==> config.mk <==
export PLATFORM = sky130hd
export DESIGN_NAME = systolic_result_drain
export DESIGN_NICKNAME = d
export VERILOG_FILES = /design/src/rtl/systolic_result_drain_pkg.sv /design/src/rtl/systolic_drain_serializer.sv /design/src/rtl/systolic_result_drain.sv
export SDC_FILE = /design/constraint.sdc
export NUM_CORES = 2
export LEC_CHECK = 0
export ABC_AREA = 0
export CAP_MARGIN = 20
export CORE_AREA = 2 2 486 488
export DETAILED_ROUTE_END_ITERATION = 10
export DIE_AREA = 0 0 488 490
export PLACE_DENSITY_LB_ADDON = 0.15
export SLEW_MARGIN = 20
export SYNTH_ARGS = -nofsm -noshare
export SYNTH_HDL_FRONTEND = slang
export SYNTH_SLANG_ARGS = --single-unit
export TNS_END_PERCENT = 50
==> constraint.sdc <==
create_clock -name i_clock -period 3 [get_ports i_clock]
set_clock_uncertainty 0.2 [all_clocks]
set_input_delay 0.45 -clock i_clock [delete_from_list [all_inputs] [get_ports i_clock]]
set_output_delay 0.45 -clock i_clock [all_outputs]
set_load 0.02 [all_outputs]
==> src/rtl/systolic_result_drain_pkg.sv <==
// Shared definitions for the systolic array result drain: derived widths,
// fill/compute latency, FSM state encoding and flat-index to row/col split.
package systolic_result_drain_pkg;

    typedef enum logic [1:0] {
        ST_IDLE = 2'd0,
        ST_WAIT = 2'd1,
        ST_SEND = 2'd2,
        ST_DONE = 2'd3
    } drain_state_e;

    function automatic int calc_o_bits(input int size, input int i_bits);
        return 2 * i_bits + $clog2(size);
    endfunction

    function automatic int calc_compute_cycles(input int size);
        return 3 * size - 1;
    endfunction

    function automatic int idx_row(input int idx, input int size);
        return idx / size;
    endfunction

    function automatic int idx_col(input int idx, input int size);
        return idx % size;
    endfunction

endpackage

==> src/rtl/systolic_drain_serializer.sv <==
// Snapshot of the flat C bus plus a row-major read pointer; outputs are
// forced to zero whenever the drain is not presenting an element.
module systolic_drain_serializer
    import systolic_result_drain_pkg::*;
#(
    parameter int SIZE     = 8,
    parameter int O_BITS   = 19,
    parameter int IDX_BITS = 3
) (
    input  logic                          i_clock,
    input  logic                          i_reset,
    input  logic                          i_load,
    input  logic                          i_advance,
    input  logic                          i_enable,
    input  logic [SIZE*SIZE*O_BITS-1:0]   i_bus,
    output logic [O_BITS-1:0]             o_data,
    output logic [IDX_BITS-1:0]           o_row,
    output logic [IDX_BITS-1:0]           o_col,
    output logic                          o_last
);

    localparam int N        = SIZE * SIZE;
    localparam int PTR_BITS = $clog2(N);
    localparam logic [PTR_BITS-1:0] LAST_IDX = PTR_BITS'(N - 1);

    logic [N*O_BITS-1:0]  r_snap;
    logic [PTR_BITS-1:0]  r_index;
    logic [O_BITS-1:0]    w_elem;

    always_ff @(posedge i_clock or negedge i_reset) begin
        if (!i_reset) begin
            r_snap  <= '0;
            r_index <= '0;
        end else if (i_load) begin
            r_snap  <= i_bus;
            r_index <= '0;
        end else if (i_advance && (r_index != LAST_IDX)) begin
            r_index <= r_index + 1'b1;
        end
    end

    always_comb begin
        w_elem = r_snap[O_BITS*int'(r_index) +: O_BITS];
        o_data = '0;
        o_row  = '0;
        o_col  = '0;
        o_last = 1'b0;
        if (i_enable) begin
            o_data = w_elem;
            o_row  = IDX_BITS'(idx_row(int'(r_index), SIZE));
            o_col  = IDX_BITS'(idx_col(int'(r_index), SIZE));
            o_last = (r_index == LAST_IDX);
        end
    end

endmodule

==> src/rtl/systolic_result_drain.sv <==
// Reader end of the systolic array: waits the fill/compute latency after a
// start pulse, snapshots the C bus and streams it row-major over valid/ready.
module systolic_result_drain
    import systolic_result_drain_pkg::*;
#(
    parameter int SIZE           = 8,
    parameter int I_BITS         = 8,
    parameter int O_BITS         = calc_o_bits(SIZE, I_BITS),
    parameter int COMPUTE_CYCLES = calc_compute_cycles(SIZE),
    parameter int IDX_BITS       = $clog2(SIZE)
) (
    input  logic                          i_clock,
    input  logic                          i_reset,
    input  logic                          i_start,
    input  logic [SIZE*SIZE*O_BITS-1:0]   i_c_full,
    output logic                          o_busy,
    output logic                          o_valid,
    input  logic                          i_ready,
    output logic [O_BITS-1:0]             o_data,
    output logic [IDX_BITS-1:0]           o_row,
    output logic [IDX_BITS-1:0]           o_col,
    output logic                          o_last,
    output logic                          o_done,
    output logic                          o_start_drop
);

    localparam int CNT_BITS = $clog2(COMPUTE_CYCLES + 1);
    localparam logic [CNT_BITS-1:0] CNT_LOAD = CNT_BITS'(COMPUTE_CYCLES - 1);

    drain_state_e          r_state;
    drain_state_e          w_next;
    logic [CNT_BITS-1:0]   r_cnt;
    logic                  r_start_drop;
    logic                  w_load;
    logic                  w_valid;
    logic                  w_fire;
    logic                  w_last;

    always_ff @(posedge i_clock or negedge i_reset) begin
        if (!i_reset) begin
            r_state <= ST_IDLE;
        end else begin
            r_state <= w_next;
        end
    end

    always_comb begin
        w_next  = r_state;
        w_valid = 1'b0;
        o_busy  = 1'b1;
        o_done  = 1'b0;
        case (r_state)
            ST_IDLE: begin
                o_busy = 1'b0;
                if (i_start) w_next = ST_WAIT;
            end
            ST_WAIT: begin
                if (r_cnt == '0) w_next = ST_SEND;
            end
            ST_SEND: begin
                w_valid = 1'b1;
                if (i_ready && w_last) w_next = ST_DONE;
            end
            ST_DONE: begin
                o_done = 1'b1;
                w_next = ST_IDLE;
            end
            default: w_next = ST_IDLE;
        endcase
    end

    assign w_load  = (r_state == ST_WAIT) && (r_cnt == '0);
    assign w_fire  = w_valid && i_ready;
    assign o_valid = w_valid;

    // Counter reaches zero on edge t0+COMPUTE_CYCLES-1, so capture lands on t0+COMPUTE_CYCLES.
    always_ff @(posedge i_clock or negedge i_reset) begin
        if (!i_reset) begin
            r_cnt <= '0;
        end else if ((r_state == ST_IDLE) && i_start) begin
            r_cnt <= CNT_LOAD;
        end else if ((r_state == ST_WAIT) && (r_cnt != '0)) begin
            r_cnt <= r_cnt - 1'b1;
        end
    end

    always_ff @(posedge i_clock or negedge i_reset) begin
        if (!i_reset) begin
            r_start_drop <= 1'b0;
        end else begin
            r_start_drop <= i_start && (r_state != ST_IDLE);
        end
    end

    assign o_start_drop = r_start_drop;

    systolic_drain_serializer #(
        .SIZE     (SIZE),
        .O_BITS   (O_BITS),
        .IDX_BITS (IDX_BITS)
    ) u_serializer (
        .i_clock   (i_clock),
        .i_reset   (i_reset),
        .i_load    (w_load),
        .i_advance (w_fire),
        .i_enable  (w_valid),
        .i_bus     (i_c_full),
        .o_data    (o_data),
        .o_row     (o_row),
        .o_col     (o_col),
        .o_last    (w_last)
    );

    assign o_last = w_last;

endmodule

==> impl_metrics.tcl <==
set metrics [dict create \
    status "complete, but fails checks" \
    violations "negative setup slack" \
    clock_path_buffers 3 \
    drcViolationCount 0 \
    period_minus_slack_ns 4.517 \
    grt_max_degree 86 \
    required_ns 2.35 \
    setup_viol 20 \
    overflow 0 \
    peakVddDrop_mv 0.5335 \
    dpl_worst_slack_ns -1.610 \
    ctsHtreeMaxLevel 4 \
    clock_latency_ns 0.82 \
    power_mw 62.42 \
    cts_sinks 1230 \
    critPathMaxFanout 6 \
    die_w_um 488 \
    grt_pass1_vias 43400 \
    io_pins 1250 \
    routabilityCongestion 0.8372 \
    p_int_mw 41.36 \
    p_per_area_nw_per_um2 727.6 \
    placedInstanceArea_um2 74520 \
    grt_first_pass_wirelength_um 366000 \
    hpwl_um 217000 \
    fin_crit_sh 1.506 \
    path_buf_inv 6 \
    worstPathArrival_ns 3.87 \
    synth-adder-area-share 0.001582 \
    yosys.cell_types.count 47 \
    p_sw_mw 21.06 \
    routed_wirelength_um 269300 \
    worstMarginPinSlew_ns 0.7349 \
    synthCells 3382 \
    clock.fmax_ghz 0.2214 \
    cts_buffers 154 \
    syn_to_final_growth_pct 54.96 \
    routed_via_density 4.531 \
    start_util 0.2365 \
    grt_util_all_layers 0.2223 \
    hold_viol 0 \
    min_path_type "primary input to register" \
    avgSynthCellArea_um2 16.37 \
    cts_root_buf "clkbuf_16" \
    p_leak_nw 33.62 \
    wl_per_cell_um 30.87 \
    antenna_found_initial 129 \
    power.share.switching 0.3374 \
    startpoint_type "register" \
    clk_pin_slew_ns 0.06 \
    synth_xor_area_frac 0.001266 \
    drv_cap 0 \
    tritoncts "yes" \
    synth_simple_gate_area_frac 0.01460 \
    worst_slack_ns -1.517 \
    synth_area_um2 55360 \
    vias 39530 \
    dieArea_um2 239100 \
    synth-edff-count 0 \
    combPwrFrac 0.406 \
    crit_chain "buf_12 -> buf_12 -> buf_16 -> buf_8 -> mux4_2 -> o22ai_4 -> or3_4 -> nor4_4 -> clkbuf_16 -> o31a_1 -> buf_6" \
    drtPass1Iterations 5 \
    fin_area_um2 85780 \
    synth_nets 4609 \
    numPortBuffers 1249 \
    async_flop_share 1.000 \
    slew_headroom 0.5078 \
    fin_nets 6643 \
    synth_seq_cells 1230 \
    crit_path_end_kind "output pin" \
    p_clk_frac 0.303 \
    die_y_um 490 \
    synth_flop_cell "dfrtp_1" \
    path_common_cell "buf_12" \
    yosysSeqAreaShare 0.5560 \
    synth_top_family_by_area "multiplexers" \
    rows 178 \
    slew_viol_final 0 \
    drt_iter0_drc 2171 \
    cp_slowest_cell "nor4_4" \
    yosys_warnings 0 \
    synthMuxAreaShare 0.3856 \
    drive_above_1_share 0.4183 \
    rsz0062_at_grt "true" \
    critPathTopFamily "buffers and inverters" \
    critPathKind "register to output pin" \
    synth-compound-area-share 0.01740 \
    postRouteAntennaNets 0 \
    seqPwrFrac 0.292 \
    core_area_um2 234100 \
    cpPeakStageDelay_ns 0.56 \
]
[layer usage]
layer	GRT usage	wire, um
met5	0	414
met4	0.05524	5651
met3	0.05057	16730
met2	0.3782	134000
met1	0.2836	112500
[cell type report]
type | instances | area (um2)
diodes | 44 | 110.1
multi-input cells | 1902 | 24020
well taps | 3150 | 3941
inverters | 8 | 35.03
clock buffers | 224 | 4437
flip-flops and latches | 1230 | 30800
repair buffers | 2120 | 21780
fillers | 22550 | 148300
clock inverters | 46 | 660.6
[power groups by stage]
stage | Combinational, mW | Sequential, mW | Clock, mW
6_report | 25.3 | 18.2 | 18.9
3_3_place_gp | 22.7 | 18.6 | 0
2_1_floorplan | 10.0 | 18.0 | 0
3_5_place_dp | 22.7 | 18.6 | 0
5_1_grt | 26.8 | 18.3 | 20.2
4_1_cts | 25.4 | 18.2 | 19.5
[sequential cells by signal, indices dropped and copies added, names as in the netlist]
| name | flops |
|---|---|
| o_start_drop | 1 |
| r_cnt | 5 |
| u_serializer.r_index | 6 |
| u_serializer.r_snap | 1216 |
| r_state | 2 |
[cells in the mapped netlist, types with 8 or more instances]
| cell type | n | area (um2) |
|---|---|---|
| a21oi_1 | 22 | 110.1 |
| a22oi_1 | 42 | 315.3 |
| and2_1 | 13 | 81.33 |
| buf_1 | 18 | 67.56 |
| buf_2 | 119 | 595.6 |
| buf_4 | 19 | 142.6 |
| buf_6 | 15 | 168.9 |
| clkbuf_1 | 68 | 255.2 |
| dfrtp_1 | 1230 | 30780 |
| inv_1 | 8 | 30.03 |
| mux2_2 | 1223 | 13770 |
| mux2i_1 | 23 | 230.2 |
| mux4_2 | 326 | 7342 |
| nand2_1 | 46 | 172.7 |
| nand3_1 | 16 | 80.08 |
| nor2_1 | 60 | 225.2 |
| nor3_1 | 13 | 65.06 |
| o21ai_0 | 15 | 75.07 |
| o22ai_1 | 16 | 100.1 |
[through the flow]
stage	std cells	hold slack (ns)	utilization	TNS, ns
final	8724	0.05465	0.3665	-26.49
after global routing	8709	0.002466	0.3663	-29.41
after CTS	8663	0.00006439	0.3643	-30.20
after detailed placement	7913	0.2908	0.3184	-24.32
after global placement	7913	0.2832	0.3183	-26.79
after floorplan	3382	-0.04559	-	0
[timing repair]
action | CTS | global route
gates resized for setup | 177 | 56
endpoints found under the hold margin | 1142 | 0
gates cloned | 4 | 0
setup buffers | 20 | 21
hold buffers | 461 | 0
endpoints found under the setup margin | 28 | 21
pin swaps | 27 | 15
[cell usage in the layout, fill, tap and decap left out, types with 13 or more instances in the layout]
cell,instances
mux2i_1,18
nand2_1,41
dfrtp_1,1224
a22oi_1,31
mux2_2,1223
buf_6,38
nand3_1,13
clkbuf_1,38
buf_12,99
nor2_1,50
diode_2,44
clkbuf_8,32
clkdlybuf4s50_1,1220
a21oi_1,13
buf_4,277
mux4_2,326
clkbuf_16,155
dlygate4sd3_1,461
clkinv_2,20
[cell families after synthesis]
group / Yosys count
DFF: 1230
and+or+nand+nor: 176
buffers and inverters: 250
AOI/OAI and AO/OA: 139
muxes: 1572
xor gates and xnor gates: 8
adders and majority gates: 7
[final timing paths]
kind / startpoint / end / slack [ns] / cells after the start
max: u_serializer.r_index[0] / o_data[5] / -1.52 / 11
min: i_c_full[624] / u_serializer.r_snap[624] / 0.05 / 2
max reg2reg: r_state[1] / u_serializer.r_snap[132] / 0.37 / 8
min reg2reg: u_serializer.r_snap[635] / u_serializer.r_snap[635] / 0.30 / 1
max in group asynchronous: i_reset / u_serializer.r_snap[56] / 1.36 / 4
min in group asynchronous: i_reset / u_serializer.r_snap[454] / 0.09 / 2
Note: power is estimated with default switching activity, not from simulation.
